===== config.mk =====
export PLATFORM = sky130hd
export DESIGN_NAME = dummy_reg
export DESIGN_NICKNAME = d
export VERILOG_FILES = /design/src/rtl/dummy_reg.sv
export SDC_FILE = /design/constraint.sdc
export NUM_CORES = 1
export LEC_CHECK = 0
export BUFFER_PORTS_ARGS = -buffer_cell sky130_fd_sc_hd__buf_2
export CAP_MARGIN = 40
export CELL_PAD_IN_SITES_DETAIL_PLACEMENT = 1
export CELL_PAD_IN_SITES_GLOBAL_PLACEMENT = 2
export CORE_MARGIN = 1.5
export CORE_UTILIZATION = 21
export CTS_CLUSTER_DIAMETER = 150
export DETAILED_ROUTE_END_ITERATION = 6
export HOLD_SLACK_MARGIN = 0.02
export PLACE_DENSITY = 0.81
export SLEW_MARGIN = 20
export SYNTH_ARGS = -nofsm -noshare
export SYNTH_HDL_FRONTEND = slang
export SYNTH_SLANG_ARGS = --single-unit

===== constraint.sdc =====
create_clock -name clk_i -period 0.8 [get_ports clk_i]
set_input_delay 0.12 -clock clk_i [delete_from_list [all_inputs] [get_ports clk_i]]
set_output_delay 0.12 -clock clk_i [all_outputs]
set_load 0.005 [all_outputs]

===== src/rtl/dummy_reg.sv =====
// dummy_reg: registered pass-through with LATENCY pipeline stages.
// Optional input X/Z checker enabled by defining DUMMY_REG_XCHECK_EN.
module dummy_reg #(
    parameter int DATA_W  = 32,
    parameter int LATENCY = 1
) (
    input  logic              clk_i,
    input  logic              reset_i,
    input  logic [DATA_W-1:0] data_in_i,
    output logic [DATA_W-1:0] data_out_o
);

    logic [DATA_W-1:0] r_stg [LATENCY];

    // Shift the word one stage per edge; reset clears every stage
    always_ff @(posedge clk_i) begin
        if (reset_i) begin
            for (int k = 0; k < LATENCY; k++) begin
                r_stg[k] <= '0;
            end
        end else begin
            r_stg[0] <= data_in_i;
            for (int k = 1; k < LATENCY; k++) begin
                r_stg[k] <= r_stg[k-1];
            end
        end
    end

    assign data_out_o = r_stg[LATENCY-1];

`ifdef DUMMY_REG_XCHECK_EN
    logic [31:0] xcheck_cnt;

    // Flag and count every edge that samples an X/Z input bit
    always_ff @(posedge clk_i) begin
        if (reset_i) begin
            xcheck_cnt <= '0;
        end else if ((^data_in_i) === 1'bx) begin
            $warning("dummy_reg: unknown input at %0t: %h", $time, data_in_i);
            xcheck_cnt <= xcheck_cnt + 32'd1;
        end
    end
`endif

endmodule


Yosys cells after proc, flatten, opt, wreduce, memory -nomap -nowiden

Memory sizes are Yosys's and may differ from the RTL's.
Cells that the tools add are included.

Reductions and logical operators: 1
Multiplexer cells: 5

Operator list:

| kind              | number |
|---|---|
| $mux W32          | 1 |
| $reduce_or A32 Y1 | 1 |
| $mux W1           | 4 |

Memories: 1
Output and inout port bits: 32
Bits in writable memories: 32
Register bits after elaboration: 0
Input bits: 34

Memories:

| name  | words | bits a word | rd ports | clocked after Yosys merged registers in | write ports | RTL line | text |
|---|---|---|---|---|---|---|---|
| r_stg | 1     | 32          | 1        | 0                                       | 1           | 13       | `logic [DATA_W-1:0] r_stg [LATENCY];` |

Logic depth before layout (Yosys ltp)

Depth after elaboration: 3
Gate-level depth with buffers: 2

Worst setup path after synthesis

Ideal clock, no wire load.

Path type: register to output
From: mem r_stg[0][0]
To: out data_out_o[0]
Path slack: 0.382 ns
Data arrival time: 0.298 ns
Cell stages (with the launch flop): 1
Path buffers: 0
Cell sequence: dfxtp_1

Cells in the longest elaborated chain, start to end: 1

Ends and longest elaborated chain:

| element         | RTL line | text |
|---|---|---|
| start, declared | 13       |  |
| $mem_v2 Z1 W32  | n/a      |  |
| end, declared   | 10       | `output logic [DATA_W-1:0] data_out_o` |

Every way passes these cells.

Worst setup path after layout

From: mem r_stg[0][29]
To: out data_out_o[29]

Same word-level chain as after synthesis.

==> metrics.md <==
| Metric | Value |
|---|---|
| Fin worst setup slack | `-16.16 ps` |
| I/O pins | `between 60 and 70` |
| Mapped cell area | `863.3 sq um` |
| Starting Density | `0.2174` |
| Final Hold Fails | `0` |
| Vias | `around 680` |
| Hold_sp | `data_in_i[8]` |
| Clock slew at reported path FFs | `around 60 ps` |
| Cell Chain, Critical Path | `buf_6` |
| DRT antenna net count | `0` |
| Most frequent cells in the layout | `buf_2 (56), nor2b_1 (32), dfxtp_1 (23), buf_6 (9), dfxtp_2 (9)` |
| Slew @ Worst Pin | `138.3 ps` |
| FMAX | `1225 MHz` |
| GP Congestion | `0.7080` |
| WP buf/inv | `1` |
| Final Power | `around 3.3 mW` |
| CP Launch Type | `flop` |
| Seq/Total Area, Yosys | `0.7420` |
| Avg Cell Area, Syn | `~13 sq um` |
| Failing checks | `negative setup slack` |
| Yosys top cell by area | `dfxtp_1` |
| Clk Tree Root Cell | `clkbuf_8` |
| CTS sink count | `32` |
| Unrepaired setup endpoints after global routing | `yes` |
| Delay-heaviest family, CP | `flip-flops` |
| Worst min-delay path class | `in -> reg` |
| Postcts setup bufs | `0` |
| Avg WL per Cell | `about 10 um` |
| Hold Crit Depth | `2` |
| First-pass GRT wire length | `between 3 and 4 mm` |
| Post-Place Cells | `180` |
| Worst Path Max Fanout | `1` |
| Die X | `67.12 um` |
| Most common cell after layout, fill and taps aside | `buf_2` |
| Final Cycle Share | `1.020` |
| Final cell count without fillers | `187` |
| Period minus WS final | `816.2 ps` |
| Pwr per Cell Area | `about 2300 nW/um^2` |
| Vias per inst | `3.652` |
| Nets | `around 170` |
| Worst path required time | `a little under 700 ps` |
| Post-CTS sizing | `0` |
| Flops & latches, synth | `32` |
| Fraction of layout cells with a size suffix above 1 | `0.5985` |
| Cts hold-fix bufs | `0` |
| CTS tree | `built` |
| Pins Over Slew Limit | `0` |
| Pin count of the biggest net entering global routing | `33` |
| Die Y-Extent | `approximately 67 um` |
| Post-synth cell types | `3` |
| Post-route setup TNS | `-176.7 ps` |
| # port buffers | `65` |
| DRT Wirelength | `1.963 mm` |
| MaxCap Viol Count | `0` |
| Status | `complete, but fails checks` |
| Hold worst-path end | `r_stg[0][8]` |
| Warnings, synthesis | `0` |
| Syn Inst Count | `67` |
| Max clock buf depth | `2` |
| Crit path largest cell delay | `roughly 320 ps` |
| Max reg flops | `32` |
| DP HPWL | `around 1.6 mm` |
| CP Capture Type | `output pin` |
| Setup CP Type | `reg -> out` |
| Max H-tree Level | `2` |
| Number of DRC markers in iteration 0 | `17` |
| Worst rel slew slack | `0.9078` |
| CP arrival | `roughly 700 ps` |
| Place WS | `176.4 ps` |
| Antenna fix cells | `0` |
| CORE AREA | `3971 sq um` |
| Remaining DRCs | `0` |
| Initial antenna violation count | `0` |
| Largest registers | `r_stg: 32 flops` |
| Initial DRT Pass Iterations | `3` |
| Worst vdd ir | `just over 0.0008 V` |
| Static Leak | `~0.69 nW` |
| Net Count, Synth | `about 100` |
| GRT Util Overall | `0.09838` |
| Setup violators final | `21` |
| Full die area | `about 4500 sq um` |
| Ranking of synthesized cells by area | `dfxtp_1 (74%), nor2b_1 (23%), buf_4 (2.6%)` |
| Filler cell count | `between 400 and 500` |
| Highest-delay cell along the critical path | `dfxtp_2` |
| Post-synth top area share | `0.7420` |
| CTS buffer count | `5` |
| Register bank with the most flops | `r_stg` |
| Number of global-route vias before repair | `747` |
| Fin util | `0.3557` |
| Row count | `23` |
| Congestion Overflow GR | `0` |
| Area Growth Syn to Fin | `63.62%` |
## synthesized netlist by cell type, drive strengths merged
cell type,number
dfxtp,32
nor2b,32
buf,3
## layout make-up
cell class	count	area [sq um]	share of cell area
Clock buffer	7	96.34	0.06820
Tap cell	50	62.56	0.04429
Multi-Input combinational cell	32	200.2	0.1417
Sequential cell	32	651.9	0.4615
Timing Repair Buffer	66	401.6	0.2843
## power breakdown
part | switching (mW) | total [mW] | internal [mW]
sequential | 0.0245 | 1.71 | 1.68
combinational | 0.101 | 0.286 | 0.185
clock | 0.508 | 1.27 | 0.764
total | 0.633 | 3.27 | 2.63
## layer usage
metal  GRT usage  up-vias  part of all wire
met5           0        -                 0
met4     0.08418        0             0.030
met3     0.05068        6              0.14
met2      0.1609       50              0.47
met1     0.08921      290              0.36
li1            -      337                 -
## cells by family (layout without fill, tap and decap cells)
kind of cell           Yosys count  count (layout)  share of synthesized area
buffers and inverters            3              73                    0.02609
flip-flops                      32              32                     0.7420
AND/OR/NAND/NOR                 32              32                     0.2319
## per-stage QoR
step	area [sq um]	hold slack, ps
final	1413	52.03
after global routing	1413	49.75
after CTS	1345	43.97
after detailed placement	1249	336.9
after global placement	1249	326.4
after floorplan	863.3	191.6
## how the worst max path moves through the flow
stage,cells after the start,to,start,slack [ps]
finish,1,data_out_o[29],r_stg[0][29],-20
global route,1,data_out_o[13],r_stg[0][13],-60
CTS,1,data_out_o[5],r_stg[0][5],-30
detailed placement,3,r_stg[0][30],reset_i,180
global placement,3,r_stg[0][23],reset_i,210
floorplan,0,data_out_o[0],r_stg[0][0],380
Power figures use the tool's default switching activity.
